--- src/rtl/muldiv_pkg.sv ---
// Shared types and op-decode helpers for the iterative multiply/divide unit.
// Latency: none (types and pure functions only).
// Backpressure: not applicable.
package muldiv_pkg;

    // RV32M/RV64M funct3 encodings
    typedef enum logic [2:0] {
        OP_MUL    = 3'b000,
        OP_MULH   = 3'b001,
        OP_MULHSU = 3'b010,
        OP_MULHU  = 3'b011,
        OP_DIV    = 3'b100,
        OP_DIVU   = 3'b101,
        OP_REM    = 3'b110,
        OP_REMU   = 3'b111
    } op_t;

    typedef enum logic [1:0] {
        IDLE = 2'd0,
        CALC = 2'd1,
        FIX  = 2'd2,
        DONE = 2'd3
    } state_t;

    // True for the whole divider family (quotient and remainder ops).
    function automatic logic is_div(input op_t op);
        return (op == OP_DIV) || (op == OP_DIVU) || (op == OP_REM) || (op == OP_REMU);
    endfunction

    // True when the divider result is the remainder rather than the quotient.
    function automatic logic is_rem(input op_t op);
        return (op == OP_REM) || (op == OP_REMU);
    endfunction

    // rs1 is interpreted as two's complement.
    function automatic logic a_signed(input op_t op);
        return (op == OP_MULH) || (op == OP_MULHSU) || (op == OP_DIV) || (op == OP_REM);
    endfunction

    // rs2 is interpreted as two's complement.
    function automatic logic b_signed(input op_t op);
        return (op == OP_MULH) || (op == OP_DIV) || (op == OP_REM);
    endfunction

endpackage

--- src/rtl/muldiv_signfix.sv ---
// Sign handling: operand magnitudes on accept, result negation/select on fix.
// Latency: purely combinational.
// Backpressure: none; the parent sequences when each half is used.
module muldiv_signfix
    import muldiv_pkg::*;
#(
    parameter int XLEN = 32
) (
    // accept-side magnitude extraction
    input  op_t             op,
    input  logic [XLEN-1:0] a,
    input  logic [XLEN-1:0] b,
    output logic [XLEN-1:0] a_mag,
    output logic [XLEN-1:0] b_mag,
    output logic            a_neg,
    output logic            b_neg,
    // fix-side result correction
    input  op_t             fix_op,
    input  logic            fix_a_neg,
    input  logic            fix_b_neg,
    input  logic [XLEN-1:0] hi,
    input  logic [XLEN-1:0] lo,
    output logic [XLEN-1:0] result
);

    logic [2*XLEN-1:0] prod;
    logic [2*XLEN-1:0] prod_fix;
    logic [XLEN-1:0]   quot_fix;
    logic [XLEN-1:0]   rem_fix;

    // Magnitudes: negating MIN_SIGNED wraps back to 2^(XLEN-1), which is the
    // correct unsigned magnitude, so no special case is needed.
    always_comb begin
        a_neg = a_signed(op) & a[XLEN-1];
        b_neg = b_signed(op) & b[XLEN-1];
        a_mag = a_neg ? (~a + 1'b1) : a;
        b_mag = b_neg ? (~b + 1'b1) : b;
    end

    // Apply recorded signs and pick the architectural result.
    always_comb begin
        prod     = {hi, lo};
        prod_fix = (fix_a_neg ^ fix_b_neg) ? (~prod + 1'b1) : prod;
        quot_fix = (fix_a_neg ^ fix_b_neg) ? (~lo + 1'b1) : lo;
        rem_fix  = fix_a_neg ? (~hi + 1'b1) : hi;
        if (is_div(fix_op)) begin
            result = is_rem(fix_op) ? rem_fix : quot_fix;
        end else if (fix_op == OP_MUL) begin
            result = prod_fix[XLEN-1:0];
        end else begin
            result = prod_fix[2*XLEN-1:XLEN];
        end
    end

endmodule

--- src/rtl/muldiv_iter.sv ---
// Iterative RV M-extension unit: shift-add multiply, restoring divide, one bit per cycle.
// Latency: XLEN+1 cycles accept-to-valid; div-by-zero/overflow fast path is 1 cycle.
// Backpressure: result held in DONE until out_ready; in_ready only in IDLE.
module muldiv_iter
    import muldiv_pkg::*;
#(
    parameter int XLEN = 32,
    parameter int TAGW = 5
) (
    input  logic            clk,
    input  logic            reset,
    input  logic            flush,
    input  logic            in_valid,
    output logic            in_ready,
    input  logic [2:0]      in_op,
    input  logic [XLEN-1:0] in_a,
    input  logic [XLEN-1:0] in_b,
    input  logic [TAGW-1:0] in_tag,
    output logic            out_valid,
    input  logic            out_ready,
    output logic [XLEN-1:0] out_result,
    output logic [TAGW-1:0] out_tag
);

    localparam int              CW    = $clog2(XLEN) + 1;
    localparam logic [CW-1:0]   LAST  = CW'(XLEN - 1);
    localparam logic [XLEN-1:0] MIN_S = {1'b1, {(XLEN-1){1'b0}}};

    state_t          state;
    state_t          state_nxt;
    op_t             acc_op;
    op_t             op_q;
    logic [TAGW-1:0] tag_q;
    logic            sa_q;
    logic            sb_q;
    logic            fast_q;
    logic [CW-1:0]   cnt;
    // acc: product high half / partial remainder
    // lo : multiplier shifting out, product low half / dividend shifting out, quotient in
    logic [XLEN-1:0] acc;
    logic [XLEN-1:0] lo;
    logic [XLEN-1:0] bmag;

    logic            accept;
    logic [XLEN-1:0] a_mag;
    logic [XLEN-1:0] b_mag;
    logic            a_neg;
    logic            b_neg;
    logic [XLEN-1:0] fix_result;
    logic            b_zero;
    logic            ovf;
    logic            fast;
    logic [XLEN-1:0] fast_val;
    logic [XLEN-1:0] acc_nxt;
    logic [XLEN-1:0] lo_nxt;
    logic [XLEN:0]   mul_sum;
    logic [XLEN:0]   div_shift;
    logic [XLEN:0]   div_diff;

    assign acc_op   = op_t'(in_op);
    assign in_ready = (state == IDLE);
    assign accept   = in_valid & in_ready & ~flush;

    muldiv_signfix #(.XLEN(XLEN)) u_signfix (
        .op        (acc_op),
        .a         (in_a),
        .b         (in_b),
        .a_mag     (a_mag),
        .b_mag     (b_mag),
        .a_neg     (a_neg),
        .b_neg     (b_neg),
        .fix_op    (op_q),
        .fix_a_neg (sa_q),
        .fix_b_neg (sb_q),
        .hi        (acc),
        .lo        (lo),
        .result    (fix_result)
    );

    // Detect the cases the iterative datapath would get wrong and their fixed answers.
    always_comb begin
        b_zero   = (in_b == '0);
        ovf      = ((acc_op == OP_DIV) || (acc_op == OP_REM)) && (in_a == MIN_S) && (in_b == '1);
        fast     = is_div(acc_op) && (b_zero || ovf);
        fast_val = '0;
        if (b_zero) begin
            fast_val = is_rem(acc_op) ? in_a : '1;
        end else if (ovf) begin
            fast_val = is_rem(acc_op) ? '0 : MIN_S;
        end
    end

    // One iteration of shift-add multiply or restoring divide.
    always_comb begin
        mul_sum   = {1'b0, acc} + (lo[0] ? {1'b0, bmag} : '0);
        div_shift = {acc, lo[XLEN-1]};
        div_diff  = div_shift - {1'b0, bmag};
        if (is_div(op_q)) begin
            // remainder stays below divisor, so the kept value fits XLEN bits
            acc_nxt = div_diff[XLEN] ? div_shift[XLEN-1:0] : div_diff[XLEN-1:0];
            lo_nxt  = {lo[XLEN-2:0], ~div_diff[XLEN]};
        end else begin
            acc_nxt = mul_sum[XLEN:1];
            lo_nxt  = {mul_sum[0], lo[XLEN-1:1]};
        end
    end

    // State register.
    always_ff @(posedge clk or posedge reset) begin
        if (reset) begin
            state <= IDLE;
        end else begin
            state <= state_nxt;
        end
    end

    // Next-state logic; flush overrides every transition.
    always_comb begin
        state_nxt = state;
        case (state)
            IDLE: if (accept) state_nxt = fast ? FIX : CALC;
            CALC: if (cnt == LAST) state_nxt = FIX;
            FIX:  state_nxt = DONE;
            DONE: if (out_ready) state_nxt = IDLE;
            default: state_nxt = IDLE;
        endcase
        if (flush) state_nxt = IDLE;
    end

    // Operand latch, iteration registers and result/output registers.
    always_ff @(posedge clk or posedge reset) begin
        if (reset) begin
            op_q       <= OP_MUL;
            tag_q      <= '0;
            sa_q       <= 1'b0;
            sb_q       <= 1'b0;
            fast_q     <= 1'b0;
            cnt        <= '0;
            acc        <= '0;
            lo         <= '0;
            bmag       <= '0;
            out_valid  <= 1'b0;
            out_result <= '0;
            out_tag    <= '0;
        end else if (flush) begin
            out_valid <= 1'b0;
        end else begin
            case (state)
                IDLE: begin
                    if (accept) begin
                        op_q   <= acc_op;
                        tag_q  <= in_tag;
                        sa_q   <= a_neg;
                        sb_q   <= b_neg;
                        fast_q <= fast;
                        cnt    <= '0;
                        acc    <= '0;
                        lo     <= fast ? fast_val : a_mag;
                        bmag   <= b_mag;
                    end
                end
                CALC: begin
                    acc <= acc_nxt;
                    lo  <= lo_nxt;
                    cnt <= cnt + CW'(1);
                end
                FIX: begin
                    out_result <= fast_q ? lo : fix_result;
                    out_tag    <= tag_q;
                    out_valid  <= 1'b1;
                end
                DONE: begin
                    if (out_ready) out_valid <= 1'b0;
                end
                default: ;
            endcase
        end
    end

endmodule

--- config.mk ---
export PLATFORM = sky130hd
export DESIGN_NAME = muldiv_iter
export DESIGN_NICKNAME = d
export VERILOG_FILES = /design/src/rtl/muldiv_pkg.sv /design/src/rtl/muldiv_signfix.sv /design/src/rtl/muldiv_iter.sv
export SDC_FILE = /design/constraint.sdc
export NUM_CORES = 1
export LEC_CHECK = 0
export BUFFER_PORTS_ARGS = -buffer_cell sky130_fd_sc_hd__buf_2
export CORE_ASPECT_RATIO = 1.25
export CORE_MARGIN = 3
export CORE_UTILIZATION = 40
export CTS_BUF_LIST = sky130_fd_sc_hd__clkbuf_4
export CTS_CLUSTER_DIAMETER = 40
export DETAILED_ROUTE_END_ITERATION = 16
export PLACE_DENSITY = 0.61
export SYNTH_ARGS = -nofsm -noshare
export SYNTH_HDL_FRONTEND = slang
export SYNTH_HIERARCHICAL = 1
export SYNTH_SLANG_ARGS = --single-unit
--- constraint.sdc ---
create_clock -name clk -period 7.4 [get_ports clk]
set_input_delay 1.48 -clock clk [delete_from_list [all_inputs] [get_ports clk]]
set_output_delay 1.48 -clock clk [all_outputs]
set_load 0.02 [all_outputs]
Word-level counts from Yosys, hierarchy flattened
Index checks and enable logic that the tools add are counted.
W data, S select, Z words.

operators by class
  add/sub/neg operators = 8
  equality and inequality tests = 20
  mux-type cells = 33
  bitwise gates (word level) = 12
  reduce and logical (&&, ||, !) cells = 28

operator list
  operator                 number
  $mux W32                 19
  $add A32 B1 Y32 const B  4
  $not A32 Y32             4
  $pmux W32 S2             2
  $add A64 B1 Y64 const B  1
  $eq A32 B32 Y1 const B   2
  $mux W64                 1
  $not A64 Y64             1
  $add A32 B32 Y33         1
  $sub A33 B32 Y33         1
  $logic_not A32 Y1        1
  $eq A3 B3 Y1 const B     8
  $logic_or A1 B1 Y1       15
  $pmux W6 S2              1
  $mux W2                  5
  $reduce_and A3 Y1        3
  $pmux W2 S4              1
  $add A6 B1 Y6 const B    1
  $eq A6 B5 Y1 const B     1
  $mux W6                  1
  $ne A3 B3 Y1 const B     2
  $and A1 B1 Y1            4
  $eq A2 B2 Y1 const B     2
  $reduce_and A2 Y1        2
  other kinds (14)         18

word-level totals
  register bits after elaboration = 153
  bits of input ports = 77
  logic and storage cells = 114

Longest topological paths before layout
Gate-level depths: netlist of run 1.

  word-level depth = 10
  gate-level depth with buffers = 16
  depth with buffers taken out = 15

Cells and area by module
The synthesis of run 1 kept the hierarchy.

by module, submodules not included
  module          instances  cells each  area an instance (um^2)  sequential area each (um^2)
  muldiv_iter     1          1300        11210.8                  3828.7
  muldiv_signfix  1          689         4406.7                   0.0

Worst setup path after synthesis of run 1
OpenSTA, ideal clock, no wires.

  path kind = input -> register
  start point = input in_a[12]
  end point = register lo[30]
  library setup time = 0.118 ns
  data arrival time = 3.946 ns
  data required time = 7.282 ns
  path slack = 3.336 ns
  stages = 9
  buffers on the path = 0
  cell sequence = or4_4 or4_4 or4_4 nor2_1 a31oi_1 xnor2_1 a221oi_1 a211oi_1 a21o_1

between the ends
  elaborated cells between the ends (all ways) = 13
  those cells by class = add/sub: 1; eq/ne: 1; mux: 6; bitwise: 1; reduce/logical: 4

RTL lines
  item                  line                  RTL
  from (decl)           muldiv_iter.sv:16     input logic [XLEN-1:0] in_a,
  $not A32 Y32          muldiv_signfix.sv:36  a_mag = a_neg ? (~a + 1'b1) : a;
  $add A32 B1 Y32       muldiv_signfix.sv:36
  $mux W32              muldiv_signfix.sv:36
  via a_mag[30]         muldiv_iter.sv:45     logic [XLEN-1:0] a_mag;
  $mux W32              muldiv_iter.sv:158    lo <= fast ? fast_val : a_mag;
  $mux W32              muldiv_iter.sv:150    if (accept) begin
  $pmux W32 S2          muldiv_iter.sv:148    case (state)
  to (signal assigned)  muldiv_iter.sv:158
  to (signal assigned)  muldiv_iter.sv:164    lo <= lo_nxt;
  to (decl)             muldiv_iter.sv:41     logic [XLEN-1:0] lo;

The timed path passes the listed nets, and every way through them passes these cells. The select of a mux whose other input is x is not followed.
A chain may end at the register's enable or synchronous reset.

Worst setup path in the final report of run 1
  start point = register acc[1]
  end point = register acc[30]

between the ends
  word-level cells in the longest chain between the ends = 4
  elaborated cells between the ends (all ways) = 5
  those cells by class = add/sub: 2; mux: 3

RTL lines
  item                    line                RTL
  from (decl)             muldiv_iter.sv:40   logic [XLEN-1:0] acc;
  from (signal assigned)  muldiv_iter.sv:163  acc <= acc_nxt;
  $sub A33 B32 Y33        muldiv_iter.sv:97   div_diff = div_shift - {1'b0, bmag};
  $mux W32                muldiv_iter.sv:100  acc_nxt = div_diff[XLEN] ? div_shift[XLEN-1:0] : div_diff[XLEN-1:0];
  $mux W32 (*)            muldiv_iter.sv:98   if (is_div(op_q)) begin
  $pmux W32 S2 (*)        muldiv_iter.sv:148

Every way passes the cells marked *; elsewhere a longest branch is shown, timed or not.

==> results of run 1 <==
per-layer routing:
layer	GRT usage (%)	wire, um
met5	0	0
met4	12.9	2630
met3	3.85	3220
met2	42.4	25900
met1	32.3	22700
how the worst max path moves through the flow:
stage	start	end	slack [ns]	cells after the start
after floorplan	reset	acc[0]$_DFFE_PP0P_	1.80	1
after global placement	in_a[12]	lo[24]$_DFFE_PP0P_	2.97	10
after detailed placement	in_a[12]	lo[30]$_DFFE_PP0P_	2.97	10
after CTS	lo[31]$_DFFE_PP0P_	acc[30]$_DFFE_PP0P_	3.25	15
after global routing	acc[0]$_DFFE_PP0P_	acc[30]$_DFFE_PP0P_	3.01	14
final	acc[1]$_DFFE_PP0P_	acc[30]$_DFFE_PP0P_	3.25	13
final cells by class:
type	instances	area [sq um]
Fill cell	3975	21500
Sequential cell	153	3830
Inverter	91	360
Clock inverter	14	123
Tap cell	492	616
Clock buffer	17	128
Timing Repair Buffer	137	741
Multi-Input combinational cell	1622	11000
Antenna cell	1	2.50
kinds of logic after synthesis:
kind of cell | count (synthesis)
AOI/OAI and AO/OA | 626
xor gates and xnor gates | 183
adders and majority gates | 75
buffers and inverters | 214
DFF | 153
muxes | 110
and+or+nand+nor | 628
sequential cells by signal (all words and copies together), names as in the netlist:
register	cells
op_q	3
out_result	32
state	2
tag_q	5
acc	32
fast_q	1
bmag	32
out_tag	5
out_valid	1
lo	32
sa_q	1
cnt	6
sb_q	1
per-stage QoR:
stage,utilization (%),power (W)
2_1_floorplan,-,0.00630
3_3_place_gp,43.2,0.00796
3_5_place_dp,43.2,0.00803
4_1_cts,43.8,0.00858
5_1_grt,43.8,0.00935
6_report,43.8,0.00870
Yosys cell counts (all sizes together), types with 18 or more instances:
| cell | number |
|---|---|
| nand3 | 20 |
| and2 | 41 |
| mux2i | 86 |
| nor2 | 121 |
| nand2 | 224 |
| a21o | 49 |
| a221oi | 24 |
| a211oi | 28 |
| clkbuf | 95 |
| a22oi | 19 |
| xor2 | 70 |
| buf | 28 |
| xnor2 | 113 |
| and3 | 22 |
| dfrtp | 153 |
| a31oi | 18 |
| nand4 | 32 |
| nand2b | 28 |
| inv | 90 |
| o21ai | 169 |
| or3 | 18 |
| o41ai | 19 |
| nor3 | 34 |
| nor4 | 43 |
| mux2 | 24 |
| ha | 73 |
| a21oi | 157 |
| o31ai | 26 |
worst reg2reg max path, stage by stage, from the launching register on:
cell      delay [ns]
dfrtp_1         0.66
ha_1            0.36
nor2b_1         0.17
o31ai_2         0.24
nand3b_1        0.15
a21oi_2         0.33
nand2_1         0.17
a31o_1          0.27
a221o_1         0.37
xor2_4          0.14
buf_4           0.52
mux2_1          0.39
a32oi_1         0.19
o21ai_1         0.09
power breakdown:
group          internal (W)  total, W  switching, W
clock network      0.000165  0.000519      0.000353
logic               0.00243   0.00625       0.00381
registers           0.00118   0.00193      0.000751
==> impl_results.md, run 1 <==
- CTS resizes: 0
- DR pass1 iterations: 5
- Commonest non-fill, non-tap cell in the layout: nand2_1
- Die X: 183 um
- Via-per-instance ratio: 6.15
- Number of synthesized flops with an enable pin: 0
- Crit. End Element: register
- Commonest non-fill, non-tap cells in the layout: 222 x nand2_1, 152 x a21oi_1, 151 x dfrtp_1
- Max Root-Sink Buffers: 2
- Max incr delay on CP: 0.66 ns
- Residual DRC: 0
- RSZ-0062 raised after global routing: false
- Post-route antenna net violation count: 0
- Post-synthesis xor/xnor area fraction: 10.3%
- Worst R2R End: acc[30]$_DFFE_PP0P_
- Setup TNS: 0 ns
- Row count: 80
- Crit start category: register
- Post-synth cell types: 93
- Die H: 227 um
- Buf/Inv on CP: 1
- Post-synthesis average cell area: 7.85 sq um
- Initial antenna violation count: 1
- Cts bufs inserted: 17
- CP Class: register to register
- HPWL after detailed placement: 40.7 mm
- Slowest CP cell: dfrtp_1
- Clk pin slew, worst setup/hold paths: 0.16 ns
- Asr flop ratio synth: 100%
- Post-Synth Adder-Cell Area: roughly 6.1%
- Clock Skew: 0.0368 ns
- Worst flop-to-flop path startpoint: acc[1]$_DFFE_PP0P_
- Synthesized Nets: approximately 2100
- Proportion of synthesized area in mux cells: 7.24%
- Hold Path Stages: 2
- Delay-heaviest family, CP: compound AO/OA/AOI/OAI gates
- Final setup violation count: 0
- Max_slew headroom: 21.2%
- Worst-Skew Late Latency: 0.67 ns
- Vias: 15500
- Die area: 0.0415 sq mm
- Area leader, netlist: dfrtp_1
- Reg2reg path depth: 13
- Register-to-register setup slack: ~3.3 ns
- Post-CTS setup buffers: 0
- GPL Wtd Cong: roughly 0.96
- CTS Sinks: 153
- Port bufs: between 100 and 150
- Largest family of logic cells by synthesized area: compound AO/OA/AOI/OAI gates
- Synth Area in Compound Gates: 26.3%
- Synth top area share: 24.5%
- Starting density of the core: between 40 and 50%
- Synth Warn #: 6
- CTS tree: done
- Top_reg_cell synth: dfrtp_1
- Min-delay worst type: register to register
- Fmax achieved: 241 MHz
- Final Critical Period: just over 4 ns
- Total global routing overflow: 0
- Layout cell share with drive strength beyond 1: 12.0%
- Cell count after placement: 2495
- H-tree depth: 4
- FF+latch count, synth: 153
- Final Hold Slack: 0.488 ns
- Worst setup margin: roughly 3.3 ns
- Core area: 0.0383 sq mm
- Hold endpoint: out_result[0]$_DFFE_PP0P_
- Worst-margin pin slew: between 1 and 1.5 ns
- Leak: approximately 7.6 nW
- Crit-path max FO: 39
- Fin area: ~0.017 sq mm
- Nets: 2174
- Hold Vio Cnt, Final: 0
- Area Overhead vs Synth: 7.56%
- Simple-Gate Fraction of Synth Area: 20.1%
- Final non-filler cell total: 2527
- Cells after Synth: a little under 2000
- Initial drt markers: 1319
- CTS Hold Bufs: 0
- Required time of the critical path: roughly 8.0 ns
- Fin. max-slew vios: 0
- Run status: finished clean
- Synthesized area: 0.0156 sq mm
- Worst-path cell chain: ha_1 -> nor2b_1 -> o31ai_2 -> nand3b_1 -> a21oi_2 -> nand2_1 -> a31o_1 -> a221o_1 -> xor2_4 -> buf_4 -> mux2_1 -> a32oi_1 -> o21ai_1
- Vias in the first global route: around 15000
- Peak supply drop: 0.000255 V
- Max_cap viols: 0
- Sequential element share of the synthesized area: between 20% and 30%
- Hold_sp: out_result[0]$_DFFE_PP0P_
- Largest net degree at the start of global routing: 80
- Drt wl/cell: ~22 um
- PD cells: 518 mW/mm^2
- Synth area leaders: dfrtp_1 25%, xnor2_1 6.3%, ha_1 5.8%
- Pre-CTS setup slack: 2.97 ns
- Arrival @ worst endpoint: 4.72 ns
- Global-route wire length before repair: approximately 84 mm
- Period utilization: 56.0%
- Total track usage: 25.5%
- Final WL: 54.4 mm
- Placed Area: 0.0165 sq mm
- Root Buffer: clkbuf_4
- Io pins: between 100 and 150
(Power assumes the default switching activity.)
==> run 2: changes to the inputs <==
ABC_AREA = 1   (was default)
PLACE_DENSITY = 0.63   (was 0.61)
clock period = 3.6 ns   (was 7.4 ns; I/O delays follow)
==> run 2 against run 1 <==
Clock power increased by 100%. Area after synthesis increased by 21%. Final cell count increased by 64%. First-iteration DRC count increased by 75%. Critical path depth increased by 5. Die area increased by 20%. Cell area increased by 22%. Worst setup slack got worse by 2.7 ns. Combinational power increased by 110%. Register-to-register slack got worse by 2.7 ns. Largest cell class unchanged. Highest routed layer unchanged.
==> impl_results.md, run 2 <==
- Crit. path cell count: 18 (+5)
- Pre-CTS setup slack: 0.587 ns (-2.38 ns)
- Starting density of the core: 40.7% (-0.084 points)
- Post-synth cell types: 50 (-46%)
- Cells after Synth: 3403 (+71%)
- Final non-filler cell total: 4135 (+64%)
- Top cell by count, worst path: nand2_1
- DR pass1 iterations: 8 (+3)
- FF+latch count, synth: 153 (unchanged)
- Vias: 22200 (+43%)
- Layout cell share with drive strength beyond 1: 8.28% (-3.7 points)
- Slowest CP cell: dfrtp_1
- Max Root-Sink Buffers: 2 (unchanged)
- Fill cell count: 5266 (+32%)
- Final WL: 73.6 mm (+35%)
- Synthesized area: 0.0189 sq mm (+21%)
- Peak supply drop: 0.000332 V (+30%)
- Drt wl/cell: 17.8 um (-17%)
- Period utilization: 84.0% (+28 points)
- Top_reg_cell synth: dfrtp_1
- Synth Warn #: 6 (unchanged)
- Cell count after placement: 4103 (+64%)
- Post-route antenna net violation count: 0 (unchanged)
- Worst-margin pin slew: 1.06 ns (-0.109 ns)
- Initial drt markers: 2305 (+75%)
- GPL Wtd Cong: 1.03 (+7.4%)
- Leak: 11.3 nW (+49%)
- Max_cap viols: 0 (unchanged)
- Synthesized Nets: 3555 (+66%)
- CTS Hold Bufs: 0 (unchanged)
- Required time of the critical path: 4.16 ns (-3.81 ns)
- Io pins: 116 (unchanged)
- Via-per-instance ratio: 5.36 (-13%)
- Clk pin slew, worst setup/hold paths: 0.17 ns (about the same)
- Total track usage: 28.6% (+3.1 points)
- Sequential element share of the synthesized area: 20.3% (-4.2 points)
- Commonest non-fill, non-tap cells in the layout: 1097 x nand2_1, 498 x inv_1, 406 x nor2_1
- Hold Vio Cnt, Final: 0 (unchanged)
- Run status: finished clean
- CTS tree: done
- Post-synthesis average cell area: 5.55 sq um (-29%)
- CTS Sinks: 153 (unchanged)
- Final Total Pwr: 0.0179 W (+110%)
- Residual DRC: 0 (unchanged)
- Row count: 88 (+10%)
- Setup TNS: 0 ns (unchanged)
- Final Hold Slack: 0.148 ns (-0.340 ns)
- Min-delay worst type: primary input to asynchronous set/reset pin
- Die H: 249 um (+9.7%)
- Post-CTS setup buffers: 0 (unchanged)
- Number of synthesized flops with an enable pin: 0 (unchanged)
- Multi-input logic area: 0.0126 sq mm (+15%)
- Root Buffer: clkbuf_4
- RSZ-0062 raised after global routing: false
- Cell with the most instances after synthesis: nand2_1
- H-tree depth: 4 (unchanged)
- Initial antenna violation count: 1 (unchanged)
- Area leader, netlist: nand2_1
- Reg2reg path depth: 18 (+5)
- Buf/Inv on CP: 3 (+2)
- Top cells by count, synth: 1097 x nand2_1, 499 x inv_1, 407 x nor2_1
- Worst setup margin: 0.576 ns (-2.68 ns)
- Final Critical Period: 3.02 ns (-1.12 ns)
- Arrival @ worst endpoint: 3.58 ns (-1.14 ns)
- Crit. End Element: register
- CTS resizes: 0 (unchanged)
- Final setup violation count: 0 (unchanged)
- Max incr delay on CP: 0.52 ns (-0.14 ns)
- Crit-path max FO: 22 (-44%)
- Worst-Skew Late Latency: 0.69 ns (+0.02 ns)
- Worst-path cell chain: inv_1 -> fa_1 -> inv_1 -> nand2_1 -> nand2_1 -> nand3_1 -> nand2_1 -> nand2_1 -> nand2_1 -> nand2_1 -> nand2_1 -> nand2_1 -> nand2_2 -> inv_2 -> nand2_1 -> nand3_1 -> nand2_1 -> nand2_1
- Crit start category: register
- Commonest non-fill, non-tap cell in the layout: nand2_1
- Clock Skew: 0.0431 ns (+0.00625 ns)
- Die area: 0.0499 sq mm (+20%)
- Fin. max-slew vios: 0 (unchanged)
- Max_slew headroom: 29.2% (+7.9 points)
- Nets: 3644 (+68%)
- Die X: 200 um (+9.6%)
- PD cells: 873 mW/mm^2 (+69%)
- Area Overhead vs Synth: 8.49%
- HPWL after detailed placement: 57.8 mm (+42%)
- Core area: 0.0465 sq mm (+21%)
- CP Class: register to register
- Synth area leaders: nand2_1 22%, dfrtp_1 20%, inv_1 9.9%
- Vias in the first global route: 20300 (+37%)
- Global-route wire length before repair: 113 mm (+35%)
- Delay-heaviest family, CP: simple AND/OR/NAND/NOR gates
- Largest net degree at the start of global routing: 74 (-7.5%)
- Cts bufs inserted: 17 (unchanged)
- Asr flop ratio synth: 100% (unchanged)
- Area of all sequential standard cells: 0.00383 sq mm (about the same)
- Port bufs: 115 (unchanged)
- Total global routing overflow: 0 (unchanged)
- Fmax achieved: 331 MHz (+37%)
- Synth top area share: 21.8% (-2.7 points)
[run 2: changes by cell type after synthesis, moves of 36 or more]
| cell | delta |
|---|---|
| nand2_1 | +875 |
| mux2i_1 | -79 |
| nand3_1 | +294 |
| and2_1 | -36 |
| a21o_1 | -46 |
| inv_1 | +409 |
| a21oi_1 | +65 |
| nor2_1 | +286 |
| xnor2_1 | -86 |
[run 2: area by class of cell]
type | count | area share (%)
Sequential cell | 153 | 18.7
Multi-Input combinational cell | 2623 | 61.5
Inverter | 518 | 9.51
Tap cell | 630 | 3.85
Timing Repair Buffer | 179 | 5.28
Antenna cell | 1 | 0.0122
Clock buffer | 17 | 0.623
Clock inverter | 14 | 0.549
[run 2: worst paths after layout]
path / startpoint / end / slack, ns
min: reset / out_result[30]$_DFFE_PP0P_ / 0.15
max: acc[0]$_DFFE_PP0P_ / acc[17]$_DFFE_PP0P_ / 0.58
max reg2reg: acc[0]$_DFFE_PP0P_ / acc[17]$_DFFE_PP0P_ / 0.58
min reg2reg: out_tag[0]$_DFFE_PP0P_ / out_tag[0]$_DFFE_PP0P_ / 0.51
min in group clk: out_ready / out_valid$_DFFE_PP0P_ / 0.19
max in group asynchronous: reset / out_result[27]$_DFFE_PP0P_ / 2.70
[run 2: report_power, final]
part	internal, W	total, W	switching, W
Sequential	0.00246	0.00367	0.00121
Combinational	0.00418	0.0132	0.00897
Clock	0.000287	0.00106	0.000777
Total	0.00694	0.0179	0.0110
[run 2: kinds of logic after synthesis]
family,share of synthesized area (%)
adders and majority gates,5.05
muxes,0.550
xor gates and xnor gates,4.22
DFF,20.3
AOI/OAI and AO/OA,12.4
and+or+nand+nor,44.4
buffers and inverters,13.1
[run 2: per-stage QoR]
stage                     utilization (%)  instance area, sq um
after floorplan                         -                 18900
after global placement               43.6                 20300
after detailed placement             43.6                 20300
after CTS                            44.1                 20500
after global routing                 44.1                 20500
final                                44.1                 20500
[run 2: routing by layer]
layer	track usage [%]	up-vias	wire, um
met3	3.11	186	5590
met5	0	-	0
met4	14.7	0	4040
met2	46.0	960	32800
met1	38.0	10100	31200
li1	-	10900	-
